[src/rtl/multi_key_start_pkg.sv]
// Shared types, defaults and helpers for the multi-key start front end.
// Optional long-press detection is enabled by MULTI_KEY_START_LONG_PRESS_EN.
package multi_key_start_pkg;

  typedef enum logic [1:0] {
    IDLE  = 2'd0,
    DELAY = 2'd1,
    FIRE  = 2'd2
  } start_state_e;

  localparam int unsigned DEF_N_KEYS          = 4;
  localparam int unsigned DEF_DEBOUNCE_CYCLES = 1000000;
  localparam int unsigned DEF_LED_CYCLES      = 50000000;
  localparam int unsigned DEF_START_DELAY     = 1000;
  localparam int unsigned DEF_LONG_CYCLES     = 100000000;

  // Bits needed to index/hold 'value' distinct states, never less than one.
  function automatic int unsigned clog2_min1(input int unsigned value);
    return (value <= 1) ? 1 : int'($clog2(value));
  endfunction

endpackage

[src/rtl/key_debounce.sv]
// One key channel: 2-flop synchroniser, debouncer, press/release pulses, LED hold.
// Adds a long-press pulse when MULTI_KEY_START_LONG_PRESS_EN is defined.
module key_debounce
  import multi_key_start_pkg::*;
#(
  parameter int unsigned DEBOUNCE_CYCLES = DEF_DEBOUNCE_CYCLES,
  parameter int unsigned LED_CYCLES      = DEF_LED_CYCLES,
  parameter bit          KEY_ACTIVE_LOW  = 1'b1
`ifdef MULTI_KEY_START_LONG_PRESS_EN
  , parameter int unsigned LONG_CYCLES   = DEF_LONG_CYCLES
`endif
) (
  input  logic clk,
  input  logic rst_n,
  input  logic key_in,
  output logic key_level,
  output logic key_press,
  output logic key_release,
`ifdef MULTI_KEY_START_LONG_PRESS_EN
  output logic key_long,
`endif
  output logic dout_led
);

  localparam int unsigned DB_W  = clog2_min1(DEBOUNCE_CYCLES + 1);
  localparam int unsigned LED_W = clog2_min1(LED_CYCLES + 1);

  logic             sync1_q, sync1_d, sync2_q, sync2_d;
  logic [DB_W-1:0]  db_cnt_q, db_cnt_d;
  logic             level_q, level_d, press_q, press_d, release_q, release_d;
  logic [LED_W-1:0] led_cnt_q, led_cnt_d;
  logic             led_q, led_d;

  // Synchroniser stages hold the normalised level, 1 = pressed.
  always_comb begin
    sync1_d = KEY_ACTIVE_LOW ? ~key_in : key_in;
    sync2_d = sync1_q;
  end

  always_comb begin
    db_cnt_d  = db_cnt_q;
    level_d   = level_q;
    press_d   = 1'b0;
    release_d = 1'b0;
    if (sync2_q == level_q) begin
      db_cnt_d = '0;
    end else if (db_cnt_q == DB_W'(DEBOUNCE_CYCLES - 1)) begin
      db_cnt_d  = '0;
      level_d   = ~level_q;
      press_d   = ~level_q;
      release_d = level_q;
    end else begin
      db_cnt_d = db_cnt_q + DB_W'(1);
    end
  end

  // Retriggerable hold: a new press reloads the full on-time.
  always_comb begin
    led_cnt_d = led_cnt_q;
    if (press_q) begin
      led_cnt_d = LED_W'(LED_CYCLES);
    end else if (led_cnt_q != '0) begin
      led_cnt_d = led_cnt_q - LED_W'(1);
    end
    led_d = (led_cnt_d == '0);
  end

  always_ff @(posedge clk or negedge rst_n) begin
    if (!rst_n) begin
      sync1_q   <= 1'b0;
      sync2_q   <= 1'b0;
      db_cnt_q  <= '0;
      level_q   <= 1'b0;
      press_q   <= 1'b0;
      release_q <= 1'b0;
      led_cnt_q <= '0;
      led_q     <= 1'b1;
    end else begin
      sync1_q   <= sync1_d;
      sync2_q   <= sync2_d;
      db_cnt_q  <= db_cnt_d;
      level_q   <= level_d;
      press_q   <= press_d;
      release_q <= release_d;
      led_cnt_q <= led_cnt_d;
      led_q     <= led_d;
    end
  end

  assign key_level   = level_q;
  assign key_press   = press_q;
  assign key_release = release_q;
  assign dout_led    = led_q;

`ifdef MULTI_KEY_START_LONG_PRESS_EN
  localparam int unsigned LONG_W = clog2_min1(LONG_CYCLES + 1);

  logic [LONG_W-1:0] long_cnt_q, long_cnt_d;
  logic              long_q, long_d;

  // Saturates at LONG_CYCLES so the pulse fires once per hold.
  always_comb begin
    long_cnt_d = long_cnt_q;
    long_d     = 1'b0;
    if (!level_q) begin
      long_cnt_d = '0;
    end else if (long_cnt_q != LONG_W'(LONG_CYCLES)) begin
      long_cnt_d = long_cnt_q + LONG_W'(1);
      long_d     = (long_cnt_d == LONG_W'(LONG_CYCLES));
    end
  end

  always_ff @(posedge clk or negedge rst_n) begin
    if (!rst_n) begin
      long_cnt_q <= '0;
      long_q     <= 1'b0;
    end else begin
      long_cnt_q <= long_cnt_d;
      long_q     <= long_d;
    end
  end

  assign key_long = long_q;
`endif

endmodule

[src/rtl/multi_key_start.sv]
// Multi-key push-button front end with a shared, delayed start sequencer.
// Optional long-press output is enabled by MULTI_KEY_START_LONG_PRESS_EN.
module multi_key_start
  import multi_key_start_pkg::*;
#(
  parameter int unsigned N_KEYS          = DEF_N_KEYS,
  parameter int unsigned DEBOUNCE_CYCLES = DEF_DEBOUNCE_CYCLES,
  parameter int unsigned LED_CYCLES      = DEF_LED_CYCLES,
  parameter int unsigned START_DELAY     = DEF_START_DELAY,
  parameter bit          KEY_ACTIVE_LOW  = 1'b1
`ifdef MULTI_KEY_START_LONG_PRESS_EN
  , parameter int unsigned LONG_CYCLES   = DEF_LONG_CYCLES
`endif
) (
  input  logic                            clk,
  input  logic                            rst_n,
  input  logic [N_KEYS-1:0]               key_in,
  input  logic                            start_ready,
  output logic [N_KEYS-1:0]               key_level,
  output logic [N_KEYS-1:0]               key_press,
  output logic [N_KEYS-1:0]               key_release,
`ifdef MULTI_KEY_START_LONG_PRESS_EN
  output logic [N_KEYS-1:0]               key_long,
`endif
  output logic [N_KEYS-1:0]               dout_led,
  output logic                            dout_start,
  output logic [clog2_min1(N_KEYS)-1:0]   start_id,
  output logic                            start_busy
);

  localparam int unsigned ID_W  = clog2_min1(N_KEYS);
  localparam int unsigned DLY_W = clog2_min1(START_DELAY + 1);

  for (genvar g = 0; g < int'(N_KEYS); g++) begin : g_key
    key_debounce #(
      .DEBOUNCE_CYCLES (DEBOUNCE_CYCLES),
      .LED_CYCLES      (LED_CYCLES),
      .KEY_ACTIVE_LOW  (KEY_ACTIVE_LOW)
`ifdef MULTI_KEY_START_LONG_PRESS_EN
      , .LONG_CYCLES   (LONG_CYCLES)
`endif
    ) u_key (
      .clk         (clk),
      .rst_n       (rst_n),
      .key_in      (key_in[g]),
      .key_level   (key_level[g]),
      .key_press   (key_press[g]),
      .key_release (key_release[g]),
`ifdef MULTI_KEY_START_LONG_PRESS_EN
      .key_long    (key_long[g]),
`endif
      .dout_led    (dout_led[g])
    );
  end

  logic            any_press;
  logic [ID_W-1:0] win_id;

  // Lowest pressed index wins.
  always_comb begin
    any_press = |key_press;
    win_id    = '0;
    for (int i = int'(N_KEYS) - 1; i >= 0; i--) begin
      if (key_press[i]) win_id = ID_W'(i);
    end
  end

  start_state_e     state_q, state_d;
  logic [DLY_W-1:0] dly_cnt_q, dly_cnt_d;
  logic [ID_W-1:0]  id_next_q, id_next_d, start_id_q, start_id_d;
  logic             start_q, start_d, busy_q, busy_d;

  always_comb begin
    state_d    = state_q;
    dly_cnt_d  = dly_cnt_q;
    id_next_d  = id_next_q;
    start_id_d = start_id_q;
    start_d    = 1'b0;
    unique case (state_q)
      IDLE: begin
        if (start_ready && any_press) begin
          id_next_d = win_id;
          dly_cnt_d = '0;
          state_d   = DELAY;
        end
      end
      DELAY: begin
        if (dly_cnt_q == DLY_W'(START_DELAY)) begin
          state_d    = FIRE;
          start_d    = 1'b1;
          start_id_d = id_next_q;
        end else begin
          dly_cnt_d = dly_cnt_q + DLY_W'(1);
        end
      end
      FIRE:    state_d = IDLE;
      default: state_d = IDLE;
    endcase
    busy_d = (state_d == DELAY) || (state_d == FIRE);
  end

  always_ff @(posedge clk or negedge rst_n) begin
    if (!rst_n) begin
      state_q    <= IDLE;
      dly_cnt_q  <= '0;
      id_next_q  <= '0;
      start_id_q <= '0;
      start_q    <= 1'b0;
      busy_q     <= 1'b0;
    end else begin
      state_q    <= state_d;
      dly_cnt_q  <= dly_cnt_d;
      id_next_q  <= id_next_d;
      start_id_q <= start_id_d;
      start_q    <= start_d;
      busy_q     <= busy_d;
    end
  end

  assign dout_start = start_q;
  assign start_id   = start_id_q;
  assign start_busy = busy_q;

endmodule

[config.mk]
export PLATFORM = sky130hd
export DESIGN_NAME = multi_key_start
export DESIGN_NICKNAME = d
export VERILOG_FILES = /design/src/rtl/multi_key_start_pkg.sv /design/src/rtl/key_debounce.sv /design/src/rtl/multi_key_start.sv
export SDC_FILE = /design/constraint.sdc
export NUM_CORES = 1
export LEC_CHECK = 0
export BUFFER_PORTS_ARGS = -buffer_cell sky130_fd_sc_hd__buf_2
export CAP_MARGIN = 20
export CORE_MARGIN = 3
export CORE_UTILIZATION = 59
export CTS_BUF_LIST = sky130_fd_sc_hd__clkbuf_8
export CTS_CLUSTER_SIZE = 8
export DETAILED_ROUTE_END_ITERATION = 6
export PLACE_DENSITY = 0.85
export SETUP_SLACK_MARGIN = 0.15
export SYNTH_ARGS = -nofsm -noshare
export SYNTH_HDL_FRONTEND = slang
export SYNTH_HIERARCHICAL = 1
export SYNTH_SLANG_ARGS = --single-unit
[constraint.sdc]
create_clock -name clk -period 3.1 [get_ports clk]
set_input_delay 0.155 -clock clk [delete_from_list [all_inputs] [get_ports clk]]
set_output_delay 0.155 -clock clk [all_outputs]
set_load 0.005 [all_outputs]
==> impl_metrics.ini <==
[logic_synthesis]
synth_most_common_cell = dfrtp_1
synth_flop_cell = dfrtp_1
synth_edf_count = 0
synthesis.area_mm2 = 0.0118
yosys_warnings = 6
synthTopCellsByArea = dfrtp_1 (47%), xor2_1 (6.2%), nor2_1 (5.3%)
synth_fp_nets = 1200
ys_ff_latch = 226
synth_area_leader_cell = dfrtp_1
postSynthAreaPerCell_um2 = 10.0
ys_seq_area_frac = 0.478
synth_top_area_frac = 0.469
syn_inst = 1183
synthTopCellsByCount = dfrtp_1 (222), nor2_1 (166), xor2_1 (84)
async_flop_share = 1.00
ys_types = 75

[setup_path]
crit_path_top_delay_cell = or4_4
crit_arrival_ns = 3.43
path_max_fanout = 7
critical-path-max-stage-delay_ns = 0.43
r2r_end = g_key[3].u_key/dout_led$_DFF_PN1_
critical-path-top-delay-family = simple AND/OR/NAND/NOR gates
r2r.worst_path.cells = 9
startpoint_type = register
r2r_slack_ns = 0.1
r2r_start = g_key[3].u_key/led_cnt_q[1]$_DFF_PN0_
cp.required_ns = 3.52
worst_setup_path_end_kind = register
cp.buffers_inverters = 1
crit_chain = inv_1 > ha_2 > or3b_4 > or3_4 > or4_4 > a211o_1 > nor3_2 > o2111ai_2 > nor4_2
path_class = reg2reg

[placed_design]
dp_hpwl_um = 16900
io_buffers = 26
place_congestion = 0.896
place_ws_ns = 0.0248

[sta]
max_freq_mhz = 333
setup_violations = 0
setup_tns_ns = 0
tightest_slew_ns = 0.908
hold_viol = 0
fin_ws_ns = 0.0985
finClkSkew_ns = 0.00990
min_period_over_period = 0.968
rsz0062_at_grt = yes
slew_headroom = 0.395
slew_violations = 0
layout_min_cycle_time_ns = 3.00

[min_path]
hold_depth = 4
hold_class = in2reg
min_from = start_ready
holdPathEnd = id_next_q[1]$_DFFE_PN0P_

[drt]
vias = 9406
via_per_inst = 5.98
drc_errors = 0
ant_nets = 0
wire_per_inst_um = 16.2
drt_first_pass_iters = 6
drt_wl_total_um = 25500
drt_iter0_markers = 700

[layout]
fillerInstances = 1395
layout.nets = 1303
area_growth_pct = 15.4
drive_gt1_frac = 0.207
multi_input_area_mm2 = 0.00613
seq_area_mm2 = 0.00567
n_antenna_cell = 0
fin_util = 0.697

[die]
die_height_um = 148
initial_core_util = 0.604
core_area_mm2 = 0.0196
std_cell_rows = 51
die_w_um = 148
dieArea_mm2 = 0.0218
io_pins = 27

[clock_network]
numClockSinks = 226
insertion_delay_ns = 0.51
cts_buffer_depth = 3
cts_tree = built
htreeDepth = 2
cts_buffers = 38
cts-root-buf = clkbuf_8
clk_pin_slew_ns = 0.06

[run_status]
status = complete, no violations

[global_routing]
grt.overflow.total = 0
grt.total_usage = 0.231
grt_max_degree = 79
grt_first_pass_wirelength_um = 42700
grt_pass1_vias = 9227
antenna_found_initial = 0

[pwr]
powerDensity_mw_per_mm2 = 402
power.leakage_nw = 6.73
ir_worst_vdd_mv = 0.364

[run]
cap_violations = 0
[sequential cells by signal (all words and copies together) (netlist names)]
name / count
g_key.u_key/key_release: 4
g_key.u_key/sync1_q: 4
dout_start: 1
g_key.u_key/led_cnt_q: 104
g_key.u_key/key_level: 4
start_id: 2
start_busy: 1
id_next_q: 2
g_key.u_key/db_cnt_q: 80
g_key.u_key/sync2_q: 4
g_key.u_key/key_press: 4
g_key.u_key/dout_led: 4
state_q: 2
dly_cnt_q: 10
[per-layer routing]
layer | GRT usage | part of all wire | up-vias
met3 | 0.0402 | 0.048 | 55
met1 | 0.311 | 0.44 | 4634
met4 | 0.0750 | 0.020 | 0
met5 | 0 | 0 | -
met2 | 0.384 | 0.49 | 266
li1 | - | - | 4451
[kinds of logic after synthesis]
| family | synth area share |
|---|---|
| simple gates | 0.291 |
| buf+inv | 0.0242 |
| compound gates | 0.0854 |
| fa+ha+maj | 0.0106 |
| mux | 0.0128 |
| flops | 0.478 |
| xor+xnor | 0.0977 |
[area by class of cell]
| type | count | area share |
|---|---|---|
| Sequential cell | 226 | 0.415 |
| Timing Repair Buffer | 101 | 0.0546 |
| Multi-Input combinational cell | 894 | 0.449 |
| Inverter | 25 | 0.00687 |
| Clock inverter | 19 | 0.00577 |
| Tap cell | 265 | 0.0243 |
| Clock buffer | 44 | 0.0443 |
[power breakdown]
group          leakage (nW)  switching, W  internal [W]
Clock                 0.408       0.00111       0.00128
Combinational          3.23     0.0000820     0.0000289
Sequential             3.08     0.0000161       0.00297
Total                  6.73       0.00121       0.00428
[how the worst max path moves through the flow]
| stage | start | slack [ns] | cells after the start | to |
|---|---|---|---|---|
| 2_1_floorplan | g_key[3].u_key/led_cnt_q[0]$_DFF_PN0_ | 0.15 | 11 | g_key[3].u_key/dout_led$_DFF_PN1_ |
| 3_3_place_gp | g_key[3].u_key/led_cnt_q[0]$_DFF_PN0_ | 0.09 | 10 | g_key[3].u_key/dout_led$_DFF_PN1_ |
| 3_5_place_dp | g_key[3].u_key/led_cnt_q[0]$_DFF_PN0_ | 0.02 | 9 | g_key[3].u_key/dout_led$_DFF_PN1_ |
| 4_1_cts | g_key[3].u_key/led_cnt_q[0]$_DFF_PN0_ | 0.13 | 9 | g_key[3].u_key/dout_led$_DFF_PN1_ |
| 5_1_grt | g_key[3].u_key/led_cnt_q[1]$_DFF_PN0_ | 0.02 | 10 | g_key[3].u_key/dout_led$_DFF_PN1_ |
| 6_report | g_key[3].u_key/led_cnt_q[1]$_DFF_PN0_ | 0.1 | 9 | g_key[3].u_key/dout_led$_DFF_PN1_ |
[metrics by stage]
stage                     total power [W]  instance area (um^2)  hold WS, ns  std cells
after floorplan                   0.00307                 11900       -0.141       1183
after global placement            0.00315                 12500        0.160       1486
after detailed placement          0.00315                 12500        0.161       1486
after CTS                         0.00556                 13300        0.115       1558
after global routing              0.00573                 13700        0.157       1574
final                             0.00549                 13700        0.136       1574
[worst reg2reg max path: cells and delay by family, from the launching register on]
family	cells	cell delay (ns)
simple gates	5	1.75
flops	1	0.41
buf+inv	1	0.08
compound gates	2	0.50
fa+ha+maj	1	0.19
[cells in the final DEF, fill, tap and decap left out, types with 13 or more instances in the layout]
cell type / count
or3_1: 29
nand2_1: 80
or4_4: 24
nor4_1: 22
inv_1: 39
nand4_1: 16
nand2b_1: 13
nor2_1: 164
buf_4: 65
buf_2: 25
nor4_2: 14
nor3_1: 40
xnor2_1: 47
nand3_1: 46
a21oi_1: 34
and3_1: 22
xor2_1: 81
nand4b_1: 15
clkbuf_8: 44
dfrtp_1: 218
o21ai_0: 20
[repair_timing]
action	CTS	global route
hold endpoints to repair	76	0
pin swaps	7	23
setup buffers	4	16
resized for setup	9	48
hold buffers	5	0
endpoints found under the setup margin	4	4
(Power assumes the default switching activity.)
